<file path="src/rtl/mcu_pkg.sv">
// Shared MCU types and defaults.
// Contents: flags_t (the C/Z flag pair), default interrupt nesting depth
// and default synchronizer length.
package mcu_pkg;

  typedef struct packed {
    logic c;
    logic z;
  } flags_t;

  localparam int unsigned INTR_DEPTH_DFLT = 4;
  localparam int unsigned SYNC_STAGES_DFLT = 2;

endpackage : mcu_pkg

</file>
<file path="src/rtl/intr_sync.sv">
// Multi-flop synchronizer for an asynchronous line plus a rising-edge detector.
// Ports:
//   clk_i    system clock
//   rst_i    synchronous active-high reset
//   d_i      asynchronous input line
//   rise_c   one-cycle pulse when the synchronized line goes 0->1 (combinational)
module intr_sync #(
  parameter int unsigned SYNC_STAGES = 2
) (
  input  logic clk_i,
  input  logic rst_i,
  input  logic d_i,
  output logic rise_c
);

  logic [SYNC_STAGES-1:0] sync_q;
  logic                   prev_q;

  // Shift chain; prev_q holds the last stage delayed one cycle for edge detection.
  always_ff @(posedge clk_i) begin
    if (rst_i) begin
      sync_q <= '0;
      prev_q <= 1'b0;
    end else begin
      sync_q <= {sync_q[SYNC_STAGES-2:0], d_i};
      prev_q <= sync_q[SYNC_STAGES-1];
    end
  end

  assign rise_c = sync_q[SYNC_STAGES-1] & ~prev_q;

endmodule : intr_sync

</file>
<file path="src/rtl/intr_ctx_ctrl.sv">
// Interrupt context controller: synchronizes the external interrupt line, raises
// INT_REQ, and saves/restores C/Z on a DEPTH-deep flag stack so ISRs can nest.
// Ports:
//   CLK, RST           clock, synchronous active-high reset
//   INTR_IN            asynchronous interrupt line
//   FLG_LD, C_IN, Z_IN ALU flag load
//   SEI, CLI           set / clear interrupt enable
//   INT_ACK            ISR entry pulse (push)
//   RETIE, RETID       ISR return (pop), with / without re-enabling I
//   C_FLAG, Z_FLAG, I_FLAG  current flags
//   INT_REQ            pending & I_FLAG
//   NEST_LVL           stack occupancy 0..DEPTH
//   CTX_ERR            sticky overflow / underflow / ACK+RET collision
module intr_ctx_ctrl
  import mcu_pkg::*;
#(
  parameter int unsigned DEPTH       = INTR_DEPTH_DFLT,
  parameter int unsigned SYNC_STAGES = SYNC_STAGES_DFLT,
  localparam int unsigned LVL_W      = $clog2(DEPTH + 1)
) (
  input  logic             CLK,
  input  logic             RST,
  input  logic             INTR_IN,
  input  logic             FLG_LD,
  input  logic             C_IN,
  input  logic             Z_IN,
  input  logic             SEI,
  input  logic             CLI,
  input  logic             INT_ACK,
  input  logic             RETIE,
  input  logic             RETID,
  output logic             C_FLAG,
  output logic             Z_FLAG,
  output logic             I_FLAG,
  output logic             INT_REQ,
  output logic [LVL_W-1:0] NEST_LVL,
  output logic             CTX_ERR
);

  flags_t             flags_q, flags_d;
  flags_t             stack_q [DEPTH];
  flags_t             stack_d [DEPTH];
  flags_t             push_val;
  logic [LVL_W-1:0]   lvl_q, lvl_d;
  logic               i_q, i_d;
  logic               pend_q, pend_d;
  logic               err_q, err_d;
  logic               rise;
  logic               ret;

  intr_sync #(.SYNC_STAGES(SYNC_STAGES)) u_sync (
    .clk_i  (CLK),
    .rst_i  (RST),
    .d_i    (INTR_IN),
    .rise_c (rise)
  );

  assign ret = RETIE | RETID;

  // Next-state: ACK > RET > FLG_LD > SEI/CLI.
  always_comb begin
    flags_d  = flags_q;
    stack_d  = stack_q;
    lvl_d    = lvl_q;
    i_d      = i_q;
    err_d    = err_q;
    push_val = FLG_LD ? flags_t'({C_IN, Z_IN}) : flags_q;
    // A new edge in the ACK cycle keeps the request pending.
    pend_d   = rise | (pend_q & ~INT_ACK);

    if (INT_ACK) begin
      i_d = 1'b0;
      if (FLG_LD) flags_d = flags_t'({C_IN, Z_IN});
      if (ret) err_d = 1'b1;
      if (lvl_q == LVL_W'(DEPTH)) begin
        err_d = 1'b1;
      end else begin
        for (int unsigned k = 0; k < DEPTH; k++) begin
          if (lvl_q == LVL_W'(k)) stack_d[k] = push_val;
        end
        lvl_d = lvl_q + LVL_W'(1);
      end
    end else if (ret) begin
      // RETID dominates when both returns are asserted.
      i_d = RETIE & ~RETID;
      if (lvl_q == '0) begin
        err_d = 1'b1;
      end else begin
        for (int unsigned k = 0; k < DEPTH; k++) begin
          if (lvl_q == LVL_W'(k + 1)) flags_d = stack_q[k];
        end
        lvl_d = lvl_q - LVL_W'(1);
      end
    end else begin
      if (FLG_LD) flags_d = flags_t'({C_IN, Z_IN});
      if (CLI) i_d = 1'b0;
      else if (SEI) i_d = 1'b1;
    end
  end

  // State registers.
  always_ff @(posedge CLK) begin
    if (RST) begin
      flags_q <= '0;
      lvl_q   <= '0;
      i_q     <= 1'b0;
      pend_q  <= 1'b0;
      err_q   <= 1'b0;
      for (int unsigned k = 0; k < DEPTH; k++) stack_q[k] <= '0;
    end else begin
      flags_q <= flags_d;
      lvl_q   <= lvl_d;
      i_q     <= i_d;
      pend_q  <= pend_d;
      err_q   <= err_d;
      stack_q <= stack_d;
    end
  end

  assign C_FLAG   = flags_q.c;
  assign Z_FLAG   = flags_q.z;
  assign I_FLAG   = i_q;
  assign INT_REQ  = pend_q & i_q;
  assign NEST_LVL = lvl_q;
  assign CTX_ERR  = err_q;

endmodule : intr_ctx_ctrl
</file>
<file path="config.mk">
export PLATFORM = sky130hd
export DESIGN_NAME = intr_ctx_ctrl
export DESIGN_NICKNAME = d
export VERILOG_FILES = /design/src/rtl/mcu_pkg.sv /design/src/rtl/intr_sync.sv /design/src/rtl/intr_ctx_ctrl.sv
export SDC_FILE = /design/constraint.sdc
export NUM_CORES = 1
export LEC_CHECK = 0
export CAP_MARGIN = 5
export CORE_MARGIN = 2
export CORE_UTILIZATION = 53
export CTS_CLUSTER_SIZE = 14
export DETAILED_ROUTE_END_ITERATION = 7
export GPL_ROUTABILITY_DRIVEN = 0
export PLACE_DENSITY_LB_ADDON = 0.2
export SKIP_CTS_REPAIR_TIMING = 1
export SYNTH_ARGS = -nofsm -noshare
export SYNTH_HDL_FRONTEND = slang
export SYNTH_SLANG_ARGS = --single-unit
</file>
<file path="constraint.sdc">
create_clock -name CLK -period 4.35 [get_ports CLK]
set_input_delay 0.435 -clock CLK [delete_from_list [all_inputs] [get_ports CLK]]
set_output_delay 0.435 -clock CLK [all_outputs]
set_load 0.03 [all_outputs]
</file>
* Yosys cells after proc, flatten, opt, wreduce, memory -nomap -nowiden
Index checks and enable logic that the tools add are counted.
** Storage, ports and cells
- Bits in registers :: 19
- Input port bits :: 11
- Logic and storage cells :: 69
- Output and inout port bits :: 8
** Cells by class
- Reductions and logical operators :: 13
- Add/subtract/negate cells :: 2
- Bitwise operators :: 10
- Muxes and demuxes :: 20
- Eq/ne operators :: 8
** Operator list (number)
- 3-bit AND reduction :: 6
- 2-bit two-way mux :: 8
- 3-bit two-way mux :: 4
- 1-bit two-way mux :: 8
- 3-bit by 2-bit == test with 1-bit output, second input constant :: 2
- 6-bit by 2-bit inequality test with 1-bit output, second input constant :: 1
- 2-bit nonzero test :: 3
- 1-bit AND :: 4
- 2-bit inequality test, second input constant :: 2
- 1-bit inverter :: 4
- 3-bit by 1-bit adder with 3-bit output, second input constant :: 1
- 3-bit by 1-bit == test with 1-bit output, second input constant :: 1
- 3-bit == test, second input constant :: 1
- 3-bit logical NOT :: 1
- 3-bit inequality test, second input constant :: 1
- 3-bit nonzero test :: 1
- 3-bit by 1-bit subtractor with 3-bit output, second input constant :: 1
- 1-bit bitwise OR :: 2
- 2-bit AND reduction :: 1
- 2-bit OR reduction :: 1

* Logic depth before layout (Yosys ltp)
Gate-level depths: netlist of run 1.
- Word-level depth :: 8
- Depth in mapped cells :: 7
- Depth with buffers taken out :: 6

* Cells and area by module
From an unflattened synthesis of run 1, not the netlist that was laid out.
** Unflattened totals
- Cell total of the unflattened synthesis :: 109
- Area total of the unflattened synthesis :: 979.7 um^2
** Modules (own cells, without submodules)
- intr_ctx_ctrl :: cells each 102, seq. area each 320.3 um^2, area each 892.1 um^2, instances 1
- intr_sync :: cells each 7, seq. area each 60.1 um^2, area each 87.6 um^2, instances 1

* Worst setup path before layout of run 1
Ideal clock, no wire load.
- Path type :: flip-flop to flip-flop
- Start point :: register lvl_q[0], in the netlist NEST_LVL[0]
- End point :: register flags_q (netlist bit C_FLAG)
- Path buffers :: 0
- Period minus slack after synthesis :: 1.903 ns
- Setup time :: 0.120 ns
- Setup slack :: 2.447 ns
- Data arrival time :: 1.783 ns
- Stages on the path, launching flop included :: 7
- Required time :: 4.230 ns
- Cells stage by stage :: dfxtp_1 > ha_1 > ha_1 > nor3_1 > o311a_1 > and3b_1 > a211o_1
** Between the ends
- Longest elaborated chain between the ends :: 7
- Elaborated cells between the ends (all ways) :: 14
- Classes of those cells :: 6 x eq/ne; 6 x mux; 2 x reduce/logical
** Ends and longest elaborated chain
- start, declared :: line intr_ctx_ctrl.sv:44 : logic [LVL_W-1:0] lvl_q, lvl_d;
- start signal, assigned :: line intr_ctx_ctrl.sv:112 : lvl_q <= lvl_d;
- 3-bit by 2-bit == test with 1-bit output :: line intr_ctx_ctrl.sv:90 : if (lvl_q == LVL_W'(k + 1)) flags_d = stack_q[k];
- 2-bit two-way mux (3 in a row) :: line intr_ctx_ctrl.sv:90
- 2-bit two-way mux :: line intr_ctx_ctrl.sv:86 : if (lvl_q == '0) begin
- 2-bit two-way mux :: line intr_ctx_ctrl.sv:83 : end else if (ret) begin
- 2-bit two-way mux :: line intr_ctx_ctrl.sv:71 : if (INT_ACK) begin
- end signal, assigned :: line intr_ctx_ctrl.sv:111 : flags_q <= flags_d;
- end, declared :: line intr_ctx_ctrl.sv:40 : flags_t flags_q, flags_d;
Parallel ways exist; a longest one is shown, timed or not. The select of a mux whose other input is x is not followed.
A chain may end at the register's enable or synchronous reset.

* Worst setup path after layout of run 1
- Start point :: register lvl_q[2], in the netlist NEST_LVL[2]
- End point :: output NEST_LVL[2]
** RTL lines
- end, declared :: line intr_ctx_ctrl.sv:36 : output logic [LVL_W-1:0] NEST_LVL,
No word-level cell between the ends.

==> results.py, run 1 <==
metrics = {
    "clocking": {
        "insertion_delay_ps": 300,
        "cts_buffers": 3,
        "cts.path.max_buffers": 2,
        "clock_sink_count": 19,
        "h-tree-depth": 1,
        "cts_tree": "yes",
        "clockRootBuffer": "clkbuf_4",
        "clkSlewWorstSetupHoldPaths_ps": 100,
    },
    "worst_setup_path": {
        "setup.worst_path.end_class": "primary output",
        "critical-path-top-delay-family": "buffers and inverters",
        "critPathRequiredTime_ps": 3910,
        "crit_arrival_ps": 1600,
        "r2r_slack_ps": 2400,
        "crit_path_start_kind": "register",
        "timing.rr.end": "C_FLAG",
        "crit_slowest_cell": "clkdlybuf4s50_1",
        "rr_startpoint": "NEST_LVL[2]",
        "critPathMaxStageDelay_ps": 750,
        "crit_buf_inv": 1,
        "crit_chain": "clkdlybuf4s50_1",
        "critPathKind": "register to primary output",
        "rr_worst_depth": 6,
        "worstPathMaxFanout": 12,
    },
    "synth": {
        "synth-edff-count": 0,
        "syn_area_um2": 983,
        "synth_top_area_cell": "dfxtp_1",
        "yosysUniqueCellTypes": 35,
        "yosysWarningCount": 0,
        "netlist.area_leader.share_pct": 38.7,
        "yosysMostFrequentCell": "dfxtp_1",
        "synth_flop_cell": "dfxtp_1",
        "postSynthNetCount": 127,
        "ys_ff_latch": 19,
        "synth.avg_cell_area_um2": 8.94,
        "ys_seq_area_share_pct": 38.7,
        "synthTopCellsByArea": "dfxtp_1 39%, ha_1 7.6%, nor2_1 6.5%",
        "synth_common_cells": "19 x dfxtp_1, 17 x nor2_1, 8 x a211oi_1, 7 x nor2b_1",
        "synth_cells": 110,
        "async_reset_ff_share_pct": 0,
    },
    "min_path": {
        "hp-class": "register to register",
        "min_to": "u_sync.sync_q[1]",
        "hold_start": "u_sync.sync_q[0]",
        "min_path_cells": 1,
    },
    "layout": {
        "syn2layout_area_growth_pct": 22.4,
        "seqCellArea_um2": 380,
        "drive_gt1_share_pct": 7.03,
        "antenna_cells": 0,
        "multi_input_area_um2": 571,
        "nFillCells": 147,
        "layoutNonFillerInstCount": 153,
        "nets": 146,
        "final_cell_area_mm2": 0.00120,
    },
    "detailed_routing": {
        "dr.pass1.iters": 4,
        "drt_first_iter_violations": 27,
        "routed_via_density": 5.52,
        "wl_met2_um": 968,
        "met3_length_um": 94,
        "drtAntennaViolNets": 0,
        "wirelength_mm": 2.01,
        "met1_length_um": 917,
        "routedWlPerCell_um": 13.1,
        "vias": 845,
        "remaining_drc_errors": 0,
        "highest_layer": "met4",
    },
    "sta": {
        "final_hold_viol_count": 0,
        "tightest_slew_ps": 770,
        "layout_setup_ws_ps": 2320,
        "slew_headroom_pct": 48.5,
        "setup_viol": 0,
        "fin_setup_tns_ps": 0,
        "layout_min_cycle_time_ps": 2030,
        "slew_violations": 0,
        "clock_skew_ps": 8.66,
        "rsz0062_at_grt": "no",
        "fmax_ghz": 0.492,
        "fin_crit_sh_pct": 46.8,
    },
    "global_routing": {
        "grt_pass1_vias": 778,
        "antenna_found_initial": 0,
        "grt_max_degree": 23,
        "overflow": 0,
        "grt_pass1_wl_mm": 3.32,
        "grt_use_total_pct": 21.1,
    },
    "floorplan": {
        "ios": 19,
        "fp-row-count": 15,
        "die_w_um": 47.1,
        "initial_core_util_pct": 57.0,
        "die_h_um": 47.1,
        "core_region_area_mm2": 0.00173,
        "dieArea_mm2": 0.00222,
    },
    "placed_design": {
        "placedCellCount": 149,
        "dp_hpwl_mm": 1.48,
        "portBuffers": 18,
        "preCtsSetupSlack_ps": 2150,
        "placed_area_mm2": 0.00118,
    },
    "power_and_ir_drop": {
        "peakVddDrop_mv": 0.358,
        "leakagePower_nw": 0.467,
        "power_w": 0.000558,
        "power.density_mw_per_mm2": 463,
    },
    "status": {
        "run_status": "completed",
    },
    "run": {
        "drv.max_cap_violation_count": 0,
    },
}
[layout make-up]
cell class | instances | area share [%]
timing repair buffer | 18 | 15.0
tap | 25 | 2.60
clock buffer | 4 | 2.18
multi-input combinational | 83 | 47.4
sequential | 19 | 31.6
inverter | 4 | 1.25
[kinds of logic (layout without fill, tap and decap cells)]
kind of cell    count (synthesis)  after routing  share of synthesized area, %
mux                             6              6                          6.11
fa+ha+maj                       6              6                          7.63
simple gates                   46             46                          24.9
flops                          19             19                          38.7
compound gates                 23             23                          17.6
xor+xnor                        2              2                          1.78
buf+inv                         8             26                          3.31
[how the worst max path moves through the flow]
stage / from / to / slack, ps / cells after the start
6_report: NEST_LVL[2] / NEST_LVL[2] / 2320 / 1
5_1_grt: NEST_LVL[2] / NEST_LVL[2] / 2210 / 1
4_1_cts: NEST_LVL[2] / NEST_LVL[2] / 2310 / 1
3_5_place_dp: INT_ACK / C_FLAG / 2150 / 5
3_3_place_gp: INT_ACK / C_FLAG / 2180 / 5
2_1_floorplan: NEST_LVL[0] / C_FLAG / 2450 / 6
[stage by stage]
| stage | util, % | hold slack (ps) |
|---|---|---|
| 2_1_floorplan | - | 414 |
| 3_3_place_gp | 68.2 | 442 |
| 3_5_place_dp | 68.2 | 452 |
| 4_1_cts | 69.7 | 470 |
| 5_1_grt | 69.7 | 477 |
| 6_report | 69.7 | 465 |
[state kept, by name (all words and copies together) (netlist names)]
register,cells
C_FLAG,1
stack_q,8
pend_q,1
u_sync.prev_q,1
u_sync.sync_q,2
I_FLAG,1
Z_FLAG,1
NEST_LVL,3
CTX_ERR,1
[where the power goes]
part | switching [W] | internal (W) | leakage [nW]
registers | 0.0000263 | 0.000203 | 0.156
clock network | 0.0000525 | 0.0000357 | 0.0150
logic | 0.000131 | 0.000110 | 0.296
[layer usage]
layer  track usage [%]  vias to the layer above
met5                 0                        -
met4              6.67                        0
met3              3.46                        5
met2              35.9                       21
met1              27.2                      397
li1                  -                      422
[cells in the final DEF, fill, tap and decap left out]
| cell type | count |
|---|---|
| a211o_1 | 1 |
| a211oi_1 | 8 |
| a21bo_2 | 1 |
| a21o_1 | 1 |
| a21oi_1 | 4 |
| a221oi_1 | 1 |
| a31oi_1 | 1 |
| and2_1 | 2 |
| and3_1 | 2 |
| and3_2 | 1 |
| and3b_1 | 1 |
| clkbuf_1 | 1 |
| clkbuf_4 | 3 |
| clkdlybuf4s50_1 | 18 |
| dfxtp_1 | 19 |
| ha_1 | 6 |
| inv_1 | 4 |
| mux2i_1 | 6 |
| nand2_1 | 3 |
| nand2b_1 | 2 |
| nand3_1 | 1 |
| nand3b_1 | 1 |
| nor2_1 | 17 |
| nor2b_1 | 7 |
| nor2b_2 | 1 |
| nor3_1 | 2 |
| nor3b_1 | 1 |
| nor4_1 | 2 |
| o21ai_0 | 2 |
| o21ba_2 | 1 |
| o311a_1 | 1 |
| o31ai_2 | 1 |
| o41ai_1 | 1 |
| or2_2 | 1 |
| or2b_1 | 2 |
| xnor2_1 | 2 |
[worst reg2reg max path, cell delays in order (launching register included)]
cell	delay (ps)
dfxtp_1	560
inv_1	150
ha_1	310
nor3_1	180
o311a_1	260
nor4_1	60
a211o_1	320
Power figures use the tool's default switching activity.
==> run 2, diff against run 1 <==
--- a/config.mk
+++ b/config.mk
@@ -7,7 +7,7 @@
 export LEC_CHECK = 0
 export CAP_MARGIN = 5
 export CORE_MARGIN = 2
-export CORE_UTILIZATION = 53
+export CORE_UTILIZATION = 45
 export CTS_CLUSTER_SIZE = 14
 export DETAILED_ROUTE_END_ITERATION = 7
 export GPL_ROUTABILITY_DRIVEN = 0
==> constraint.sdc (replaced) <==
create_clock -name CLK -period 1.8 [get_ports CLK]
set_input_delay 0.18 -clock CLK [delete_from_list [all_inputs] [get_ports CLK]]
set_output_delay 0.18 -clock CLK [all_outputs]
set_load 0.03 [all_outputs]
==> run 2 against run 1 <==
Effect of this change: non-clock buffer count is 7 higher; sequential share of layout area is 1.7 points lower; cell area is 6.7% higher; clock-buffer cell count is 1 lower; global-route usage is 2.8 points lower; die area is 16% higher; sequential cell count stayed put; critical endpoint is now C_FLAG.
==> results.py, run 2 (same netlist as run 1, synthesis figures left out) <==
metrics = {
    "global_routing": {
        "grt_pass1_vias": 800,
        "overflow": 0,
        "grt_pass1_wl_mm": 3.52,
        "grt_max_degree": 15,
        "antenna_found_initial": 0,
        "grt_use_total_pct": 18.3,
    },
    "layout": {
        "top_register": "stack_q",
        "antenna_cells": 0,
        "layout_common_cells": "18 x clkdlybuf4s50_1, 17 x nor2_1, 16 x dfxtp_1",
        "drive_gt1_share_pct": 16.3,
        "largest_reg_flops": 8,
        "nets": 153,
        "layoutNonFillerInstCount": 162,
        "syn2layout_area_growth_pct": 30.5,
        "layout_commonest_cell": "clkdlybuf4s50_1",
    },
    "power_and_ir_drop": {
        "power.density_mw_per_mm2": 1100,
        "peakVddDrop_mv": 0.703,
        "leakagePower_nw": 0.502,
    },
    "worst_setup_path": {
        "rr_worst_depth": 6,
        "crit_buf_inv": 0,
        "critical-path-top-delay-family": "compound AO/OA/AOI/OAI gates",
        "crit_slowest_cell": "dfxtp_2",
        "rr_startpoint": "NEST_LVL[0]",
        "setup.worst_path.end_class": "register",
        "crit_arrival_ps": 1920,
        "crit_path_start_kind": "register",
        "critPathRequiredTime_ps": 2000,
        "timing.rr.end": "C_FLAG",
        "crit_chain": "ha_1 > ha_1 > nor3_1 > o311a_1 > nor4_2 > a211o_1",
        "critPathKind": "register to register",
        "cpMostUsedCell": "ha_1",
        "critPathMaxStageDelay_ps": 360,
        "r2r_slack_ps": 90,
        "worstPathMaxFanout": 5,
    },
    "min_path": {
        "min_path_cells": 2,
        "hold_start": "INTR_IN",
        "hp-class": "input pin to register",
        "min_to": "u_sync.sync_q[0]",
    },
    "detailed_routing": {
        "remaining_drc_errors": 0,
        "routedWlPerCell_um": 12.9,
        "wirelength_mm": 2.10,
        "drtAntennaViolNets": 0,
        "vias": 840,
        "routed_via_density": 5.19,
        "dr.pass1.iters": 2,
        "drt_first_iter_violations": 13,
    },
    "floorplan": {
        "die_w_um": 50.8,
        "ios": 19,
        "core_region_area_mm2": 0.00200,
        "die_h_um": 50.8,
        "dieArea_mm2": 0.00258,
        "initial_core_util_pct": 49.1,
        "fp-row-count": 16,
    },
    "clocking": {
        "h-tree-depth": 1,
        "clockRootBuffer": "clkbuf_4",
        "clock_sink_count": 19,
        "cts_tree": "yes",
        "cts_buffers": 3,
        "clkSlewWorstSetupHoldPaths_ps": 110,
        "insertion_delay_ps": 300,
        "cts.path.max_buffers": 2,
    },
    "sta": {
        "rsz0062_at_grt": "no",
        "setup_viol": 0,
        "fmax_ghz": 0.584,
        "clock_skew_ps": 2.71,
        "fin_setup_tns_ps": 0,
        "slew_violations": 0,
        "slew_headroom_pct": 72.8,
        "final_hold_viol_count": 0,
        "layout_min_cycle_time_ps": 1710,
        "fin_crit_sh_pct": 95.2,
        "tightest_slew_ps": 406,
    },
    "placed_design": {
        "dp_hpwl_mm": 1.61,
        "placedCellCount": 158,
        "portBuffers": 18,
    },
    "status": {
        "run_status": "completed",
    },
    "run": {
        "drv.max_cap_violation_count": 0,
    },
}
run 2: how the worst max path moves through the flow:
stage / from / end / slack, ps / cells after the start
after global placement: NEST_LVL[0] / C_FLAG / 160 / 5
final: NEST_LVL[0] / C_FLAG / 90 / 6
after floorplan: NEST_LVL[2] / C_FLAG / 20 / 7
after global routing: NEST_LVL[0] / C_FLAG / 40 / 6
after detailed placement: NEST_LVL[0] / C_FLAG / 90 / 5
after CTS: NEST_LVL[0] / C_FLAG / 60 / 5
run 2: through the flow:
step | area [um^2] | utilization, % | hold WS (ps) | worst slack [ps] | power (W)
floorplan | 987 | - | 257 | 21.0 | 0.000977
global placement | 1240 | 61.8 | 418 | 156 | 0.00116
detailed placement | 1240 | 61.8 | 441 | 85.1 | 0.00118
CTS | 1270 | 63.2 | 415 | 60.6 | 0.00141
global route | 1280 | 64.1 | 415 | 39.4 | 0.00152
finish | 1280 | 64.1 | 425 | 86.7 | 0.00141
run 2: final cells by class:
cell class | instances | area, um^2
Fill cell | 168 | 718
Multi-Input combinational cell | 83 | 588
Sequential cell | 19 | 384
Timing Repair Buffer | 25 | 233
Tap cell | 27 | 33.8
Clock buffer | 3 | 22.5
Inverter | 4 | 15.0
Clock inverter | 1 | 7.51
run 2: routing by layer:
layer / global-route usage [%] / vias up / routed length [um]
li1: - / 437 / -
met1: 22.4 / 378 / 1010
met2: 30.3 / 21 / 963
met3: 4.46 / 4 / 94
met4: 8.11 / 0 / 30
met5: 0 / - / 0
run 2: where the power goes:
group	total (W)	internal [W]	switching, W
Sequential	0.000545	0.000494	0.0000508
Clock	0.000224	0.0000846	0.000139
Combinational	0.000645	0.000298	0.000347
Total	0.00141	0.000877	0.000536
